--- config.mk ---
export PLATFORM = sky130hd
export DESIGN_NAME = alu_operand_stage
export DESIGN_NICKNAME = d
export VERILOG_FILES = /design/src/rtl/alu_operand_stage_pkg.sv /design/src/rtl/alu_operand_stage_imm_gen.sv /design/src/rtl/alu_operand_stage.sv
export SDC_FILE = /design/constraint.sdc
export NUM_CORES = 1
export LEC_CHECK = 0
export BUFFER_PORTS_ARGS = -buffer_cell sky130_fd_sc_hd__buf_2
export CORE_MARGIN = 2
export CORE_UTILIZATION = 35
export CTS_CLUSTER_DIAMETER = 50
export DETAILED_ROUTE_END_ITERATION = 8
export PLACE_DENSITY = 0.65
export SYNTH_ARGS = -nofsm -noshare
export SYNTH_HDL_FRONTEND = slang
export SYNTH_SLANG_ARGS = --single-unit
--- constraint.sdc ---
create_clock -name clk -period 1.7 [get_ports clk]
set_input_delay 0.085 -clock clk [delete_from_list [all_inputs] [get_ports clk]]
set_output_delay 0.085 -clock clk [all_outputs]
set_load 0.02 [all_outputs]
--- src/rtl/alu_operand_stage_pkg.sv ---
// Shared encodings for the ALU operand stage.
// Holds the B-source select codes and the literal-prefix FSM states.
package alu_operand_stage_pkg;

  typedef enum logic [1:0] {
    B_PC  = 2'd0,
    B_N   = 2'd1,
    B_R   = 2'd2,
    B_MEM = 2'd3
  } b_sel_e;

  typedef enum logic {
    ST_IDLE = 1'b0,
    ST_PFX  = 1'b1
  } state_e;

endpackage

--- src/rtl/alu_operand_stage_imm_gen.sv ---
// Immediate generator: sign-extends imm, or with ALU_OPND_LITPFX_EN
// concatenates it onto a prefix-accumulated wide literal.
module alu_opnd_imm_gen
  import alu_operand_stage_pkg::*;
#(
  parameter int W     = 16,
  parameter int IMM_W = 8
) (
  input  logic             clk,
  input  logic             rst,
  input  logic             flush,
  input  logic             accept,
  input  logic             prefix,
  input  logic [IMM_W-1:0] imm,
  output logic             is_pfx,
  output logic [W-1:0]     imm_val
);

  logic [W-1:0] sext;

  assign sext = {{(W-IMM_W){imm[IMM_W-1]}}, imm};

`ifdef ALU_OPND_LITPFX_EN
  state_e       state, state_nx;
  logic [W-1:0] acc, acc_nx;
  logic [W-1:0] zext;
  logic [W-1:0] cat;

  assign zext    = {{(W-IMM_W){1'b0}}, imm};
  assign cat     = (acc << IMM_W) | zext;
  assign is_pfx  = prefix;
  assign imm_val = (state == ST_PFX) ? cat : sext;

  // flush outranks any accept in the same cycle
  always_comb begin
    state_nx = state;
    acc_nx   = acc;
    if (flush) begin
      state_nx = ST_IDLE;
      acc_nx   = '0;
    end else if (accept && prefix) begin
      state_nx = ST_PFX;
      acc_nx   = (state == ST_PFX) ? cat : zext;
    end else if (accept) begin
      state_nx = ST_IDLE;
      acc_nx   = '0;
    end
  end

  always_ff @(posedge clk or posedge rst) begin
    if (rst) begin
      state <= ST_IDLE;
      acc   <= '0;
    end else begin
      state <= state_nx;
      acc   <= acc_nx;
    end
  end
`else
  logic unused;

  assign unused  = ^{clk, rst, flush, accept, prefix};
  assign is_pfx  = 1'b0;
  assign imm_val = sext;
`endif

endmodule

--- src/rtl/alu_operand_stage.sv ---
// One-deep ALU operand register with valid/ready handshake.
// Optional wide-literal prefixes via ALU_OPND_LITPFX_EN.
module alu_operand_stage
  import alu_operand_stage_pkg::*;
#(
  parameter int W     = 16,
  parameter int IMM_W = 8
) (
  input  logic             clk,
  input  logic             rst,
  input  logic             in_valid,
  output logic             in_ready,
  input  logic [1:0]       b_op,
  input  logic             swap,
  input  logic             select_imm,
  input  logic             prefix,
  input  logic [W-1:0]     t,
  input  logic [W-1:0]     pc,
  input  logic [W-1:0]     n,
  input  logic [W-1:0]     r,
  input  logic [W-1:0]     mem,
  input  logic [IMM_W-1:0] imm,
  input  logic             flush,
  output logic             out_valid,
  input  logic             out_ready,
  output logic [W-1:0]     a,
  output logic [W-1:0]     b
);

  logic         accept;
  logic         is_pfx;
  logic         op_load;
  logic [W-1:0] imm_val;
  logic [W-1:0] src;
  logic [W-1:0] x;

  assign in_ready = !out_valid || out_ready;
  assign accept   = in_valid && in_ready;
  assign op_load  = accept && !is_pfx && !flush;

  alu_opnd_imm_gen #(
    .W     (W),
    .IMM_W (IMM_W)
  ) u_imm_gen (
    .clk     (clk),
    .rst     (rst),
    .flush   (flush),
    .accept  (accept),
    .prefix  (prefix),
    .imm     (imm),
    .is_pfx  (is_pfx),
    .imm_val (imm_val)
  );

  always_comb begin
    src = pc;
    case (b_op)
      B_PC:    src = pc;
      B_N:     src = n;
      B_R:     src = r;
      B_MEM:   src = mem;
      default: src = pc;
    endcase
  end

  assign x = select_imm ? imm_val : src;

  always_ff @(posedge clk or posedge rst) begin
    if (rst) begin
      out_valid <= 1'b0;
      a         <= '0;
      b         <= '0;
    end else if (flush) begin
      out_valid <= 1'b0;
    end else if (op_load) begin
      out_valid <= 1'b1;
      a         <= swap ? x : t;
      b         <= swap ? t : x;
    end else if (out_ready) begin
      out_valid <= 1'b0;
    end
  end

endmodule

==> results of run 1 <==
[cell usage in the layout (no fill, tap or decap)]
cell type,instances
mux4_1,4
nor3_1,14
and4_1,1
nor2_1,18
nand2_1,2
bufinv_16,1
nor2_4,1
a21oi_1,25
a221oi_1,18
inv_1,1
inv_2,1
mux2i_1,14
nand2b_1,11
buf_4,11
dfrtp_1,33
a22o_1,14
clkbuf_8,6
nor4b_4,1
a21boi_0,7
o221ai_1,14
clkbuf_1,1
nor2b_1,18
or2_2,1
mux4_2,5
buf_2,130
dlygate4sd3_1,2
[metrics by stage]
step	worst slack, ns	util (%)	hold slack, ns
3_3_place_gp	0.114	46.8	0.205
3_5_place_dp	0.0816	46.8	0.203
4_1_cts	0.00286	49.0	0.0541
5_1_grt	0.0222	49.0	0.0958
2_1_floorplan	0.224	-	0.151
6_report	0.101	49.0	0.0628
[layout make-up]
| type | count | area (sq um) | area share (%) |
|---|---|---|---|
| Clock buffer | 7 | 86.3 | 2.77 |
| Clock inverter | 1 | 30.0 | 0.964 |
| Inverter | 2 | 7.51 | 0.241 |
| Multi-Input combinational cell | 168 | 1320 | 42.2 |
| Sequential cell | 33 | 826 | 26.5 |
| Tap cell | 77 | 96.3 | 3.09 |
| Timing Repair Buffer | 143 | 753 | 24.2 |
[layer usage]
metal	GRT usage (%)	wire [microns]	part of all wire [%]	vias up
li1	-	-	-	1136
met1	25.4	3110	44	1135
met2	31.5	3430	49	87
met3	4.09	373	5.3	10
met4	6.35	125	1.8	0
met5	0	0	0	-
[state kept, by name, indices dropped and copies added, names as in the netlist]
name       flops
a             16
out_valid      1
b             16
[critical path, cell delays in order]
cell and delay (ns):
dlygate4sd3_1 0.54, buf_2 0.14, nor2b_1 0.25, nand2_1 0.39
a22o_1 0.36
[what timing repair did]
action / in CTS / in global routing
setup endpoints to repair: 0 / 18
hold buffers: 2 / 0
resized for setup: 0 / 1
endpoints found under the hold margin: 34 / 0
[path summary, 6_finish.rpt]
path / depth (start not counted) / slack, ns / startpoint / end
max: 5 / 0.10 / flush / a[2]
min: 3 / 0.06 / in_valid / out_valid
max reg2reg: 4 / 0.14 / out_valid / a[2]
min reg2reg: 1 / 0.51 / a[5] / a[5]
max in group asynchronous: 4 / 0.94 / rst / out_valid
min in group asynchronous: 4 / 0.43 / rst / b[10]
[kinds of logic after synthesis]
logic type	synth area share, %
DFF	36.0
muxes	15.6
buffers and inverters	6.98
and+or+nand+nor	16.2
AOI/OAI and AO/OA	25.3
[power breakdown]
| group | switching (W) | leakage (nW) | internal [W] | total [W] |
|---|---|---|---|---|
| combinational | 0.000499 | 1.02 | 0.000385 | 0.000884 |
| clock | 0.000288 | 0.0585 | 0.000478 | 0.000766 |
| sequential | 0.0000783 | 0.384 | 0.000922 | 0.00100 |
==> reports/qor.yml, run 1 <==
status: "completed"
hpwlAfterDp_mm: 5.35
finalNonFillerCells: 431
final_nets: 451
drtPass1Iterations: 4
fillers: 615
clk_pin_slew_worst_paths_ns: 0.07
ys_ff_latch: 33
ys_types: 26
clockBufferDepth: 2
grt_first_pass_wirelength_mm: 11.1
final_max_slew_viol_count: 0
synth_most_common_cell: "dfrtp_1"
viasPerCell: 5.49
dieArea_sq_mm: 0.00722
synth_top_area_share_pct: 36.0
via_count: 2368
avgSynthCellArea_sq_um: 10.1
grt.total_usage_pct: 19.2
cp-end-kind: "flip-flop"
drc: 0
ir_drop_uv: 405
placed_cells: 421
crit_required_ns: 1.86
gr-total-overflow: 0
synth_ff_type: "dfrtp_1"
skew_ns: 0.00494
arrival_ns: 1.76
path_class: "in -> reg"
cts_root_buffer: "clkbuf_8"
die_h_microns: 85.0
core_sq_mm: 0.00635
syn-cell-area_sq_mm: 0.00230
cts_made_buffers: 5
ys_seq_area_share_pct: 36.0
final_cell_area_sq_mm: 0.00311
min_period_ns: 1.60
grt_pass1_vias: 2273
min_period_over_period_pct: 94.0
port_buffers: 130
yosysWarnings: 0
tns_ns: 0
rsz0062_at_grt: "no"
start_util_pct: 36.2
maxCapViolations: 0
drive_gt1_share_pct: 44.4
antenna_found_initial: 0
synthArstFlopShare_pct: 100
total_power_w: 0.00265
cts_tree: "done"
syn_to_final_growth_pct: 35.6
synth_area_leaders: "dfrtp_1, a221oi_1, mux2i_1, a21oi_1, a22o_1"
max_freq_mhz: 626
hold_class: "in -> reg"
placed_area_sq_mm: 0.00297
final_antenna_net_count: 0
core.rowCount: 29
yosysTopAreaCell: "dfrtp_1"
totalWireLength_mm: 7.04
crit_path_start_kind: "input pin"
p_leak_nw: 1.47
cts_max_level: 2
num_io_pins: 132
syn_nets: 326
relSlewSlack_pct: 64.2
insertedDiodeCount: 0
postCtsSetupBuffers: 0
synthCells: 228
die_x_microns: 85.0
clock_latency_ns: 0.28
critPathMaxFanout: 14
place.gp.congestion: 0.783
drt-initial-drc-count: 127
worst_pin_slew_ns: 0.535
hold_violations: 0
grt_max_degree: 34
yosys-top-cells-count: "dfrtp_1, a21oi_1, a221oi_1, nor2_1, nor2b_1"
setup_viol: 0
cts_sinks: 33
synth_edf_count: 0
powerDensity_mw_per_mm2: 851
wl_per_cell_microns: 16.3
(Power assumes the default switching activity.)
==> run 2, diff against run 1 <==
--- a/config.mk
+++ b/config.mk
@@ -7,10 +7,10 @@
 export LEC_CHECK = 0
 export BUFFER_PORTS_ARGS = -buffer_cell sky130_fd_sc_hd__buf_2
 export CORE_MARGIN = 2
-export CORE_UTILIZATION = 35
+export CORE_UTILIZATION = 44
 export CTS_CLUSTER_DIAMETER = 50
 export DETAILED_ROUTE_END_ITERATION = 8
-export PLACE_DENSITY = 0.65
+export PLACE_DENSITY = 0.79
 export SYNTH_ARGS = -nofsm -noshare
 export SYNTH_HDL_FRONTEND = slang
 export SYNTH_SLANG_ARGS = --single-unit
==> run 2 against run 1 <==
  * Combinational power rose by 0.5%
  * Clock power fell by 22%
  * Clock skew barely moved
  * Core utilization rose by 12 points
  * Largest cell class unchanged
  * Largest power group unchanged
  * Register-to-register slack improved by 0.06 ns
  * Sequential power barely moved
  * Cell area fell by 0.72%
  * Power fell by 6.1%
==> reports/qor.yml, run 2 (same netlist as run 1, synthesis figures left out) <==
status: "completed"
total_power_w: 0.00249  # -6.1%
rsz0062_at_grt: "no"
fin_ws_ns: 0.178  # +0.0762 ns
min_path_cells: 3  # unchanged
min_period_ns: 1.52  # -0.0762 ns
final_nets: 451  # unchanged
clock_latency_ns: 0.28  # about the same
skew_ns: 0.00501  # +0.0000691 ns
port_buffers: 130  # unchanged
r2r-start: "out_valid"
ir_drop_uv: 343  # -15%
grt.total_usage_pct: 23.5  # +4.3 points
crit_chain: "nor2b_1 > buf_4 > inv_2 > buf_4 > buf_2"
slowest_stage: "dfrtp_1"
cts_root_buffer: "clkbuf_8"
holdCritStartpoint: "in_valid"
final_max_slew_viol_count: 0  # unchanged
hpwlAfterDp_mm: 5.04  # -5.9%
clockBufferDepth: 2  # unchanged
path_class: "reg -> out"
cts_tree: "done"
drc: 0  # unchanged
dieArea_sq_mm: 0.00581  # -20%
final_antenna_net_count: 0  # unchanged
worst_pin_slew_ns: 0.533  # -0.00238 ns
clk_pin_slew_worst_paths_ns: 0.06  # about the same
cts_sinks: 33  # unchanged
cp-end-kind: "output port"
relSlewSlack_pct: 64.4  # +0.16 points
postCtsSetupBuffers: 0  # unchanged
timing.hold.ws_ns: 0.0523  # -0.0105 ns
core.rowCount: 26  # -10%
core_sq_mm: 0.00507  # -20%
placed_cells: 414  # -1.7%
drtPass1Iterations: 4  # unchanged
powerDensity_mw_per_mm2: 805  # -5.4%
viasPerCell: 5.57  # +1.5%
final_cell_mix: "buf_2, dfrtp_1, a21oi_1"
arrival_ns: 1.44  # -0.32 ns
grt_util_met2_pct: 39.6  # +8.2 points
wl_per_cell_microns: 16.1  # -1.1%
worst_path_most_repeated_cell: "buf_4"
multiInputGateArea_sq_mm: 0.00132  # unchanged
antenna_found_initial: 0  # unchanged
finalNonFillerCells: 423  # -1.9%
max_freq_mhz: 657  # +5.0%
worstRegToRegCells: 5  # +1
grt_first_pass_wirelength_mm: 11.0  # -0.24%
drive_gt1_share_pct: 44.5  # +0.13 points
die_x_microns: 76.2  # -10%
critPathMaxFanout: 19  # +5
die_h_microns: 76.2  # -10%
cts_made_buffers: 5  # unchanged
crit_required_ns: 1.62  # -0.24 ns
place.gp.congestion: 0.825  # +5.4%
grt_max_degree: 34  # unchanged
via_count: 2358  # -0.42%
syn_to_final_growth_pct: 34.7
start_util_pct: 45.2  # +9.1 points
tns_ns: 0  # unchanged
grt_pass1_vias: 2270  # -0.13%
maxCapViolations: 0  # unchanged
insertedDiodeCount: 0  # unchanged
hold_class: "in -> reg"
p_leak_nw: 1.45  # -0.74%
pre_cts_ws_ns: 0.120  # +0.0386 ns
min_period_over_period_pct: 89.6  # -4.5 points
grt_busiest_layer: "met2"
cts_max_level: 2  # unchanged
gr-total-overflow: 0  # unchanged
drt-initial-drc-count: 226  # +78%
setup_viol: 0  # unchanged
crit_path_start_kind: "flip-flop"
cp-startpoint: "out_valid"
num_io_pins: 132  # unchanged
slowest_delay_ns: 0.37  # -0.17 ns
seqCellArea_sq_um: 826  # unchanged
hold_violations: 0  # unchanged
reg_top3: "a: 16 flops, b: 16 flops, out_valid: 1 flops"
met3_usage_pct: 4.03  # -0.057 points
use_met1_pct: 31.4  # +5.9 points
final_common_cell: "buf_2"
fillers: 441  # -28%
totalWireLength_mm: 6.83  # -2.9%
==> run 2: cell count changes in the layout (fill, tap and decap cells not counted), sizes merged <==
cell	previous run	this run
clkbuf	7	6
bufinv	1	0
clkinvlp	0	1
==> run 2: metal layers <==
| metal | routed length, microns | share of wire [%] |
|---|---|---|
| met1 | 2890 | 42 |
| met2 | 3500 | 51 |
| met3 | 382 | 5.6 |
| met4 | 54 | 0.79 |
| met5 | 0 | 0 |
==> run 2: worst paths after layout <==
check                       endpoint  slack, ns
max in group asynchronous      a[15]       0.95
hold reg to reg                 b[5]       0.50
hold / removal             out_valid       0.05
setup / recovery            in_ready       0.18
min in group asynchronous      a[12]       0.45
setup reg to reg                a[4]       0.20
==> run 2: worst max-delay path, delay by kind of cell (launching register included) <==
family	cells	cell delay, ns
flip-flops	1	0.37
AND/OR/NAND/NOR	1	0.13
buffers and inverters	4	0.66
==> run 2: cell type report <==
| cell class | instances | area share (%) |
|---|---|---|
| Multi-Input combinational cell | 168 | 42.5 |
| Clock buffer | 6 | 2.67 |
| Inverter | 2 | 0.243 |
| Timing Repair Buffer | 143 | 24.8 |
| Clock inverter | 1 | 0.243 |
| Tap cell | 70 | 2.83 |
| Sequential cell | 33 | 26.7 |
==> run 2: stage by stage <==
step | area, sq um | utilization (%)
after floorplan | 2300 | -
after global placement | 2980 | 58.7
after detailed placement | 2980 | 58.7
after CTS | 3090 | 60.8
after global routing | 3090 | 60.9
final | 3090 | 60.9
==> run 2: power breakdown <==
part,internal (W),switching (W)
Sequential,0.000922,0.0000776
Combinational,0.000388,0.000500
Clock,0.000320,0.000281
==> run 2: timing repair <==
| action | CTS | global route |
|---|---|---|
| hold buffers | 2 | 0 |
| endpoints found under the hold margin | 34 | 0 |
| endpoints found under the setup margin | 0 | 1 |
| gates resized for setup | 0 | 1 |
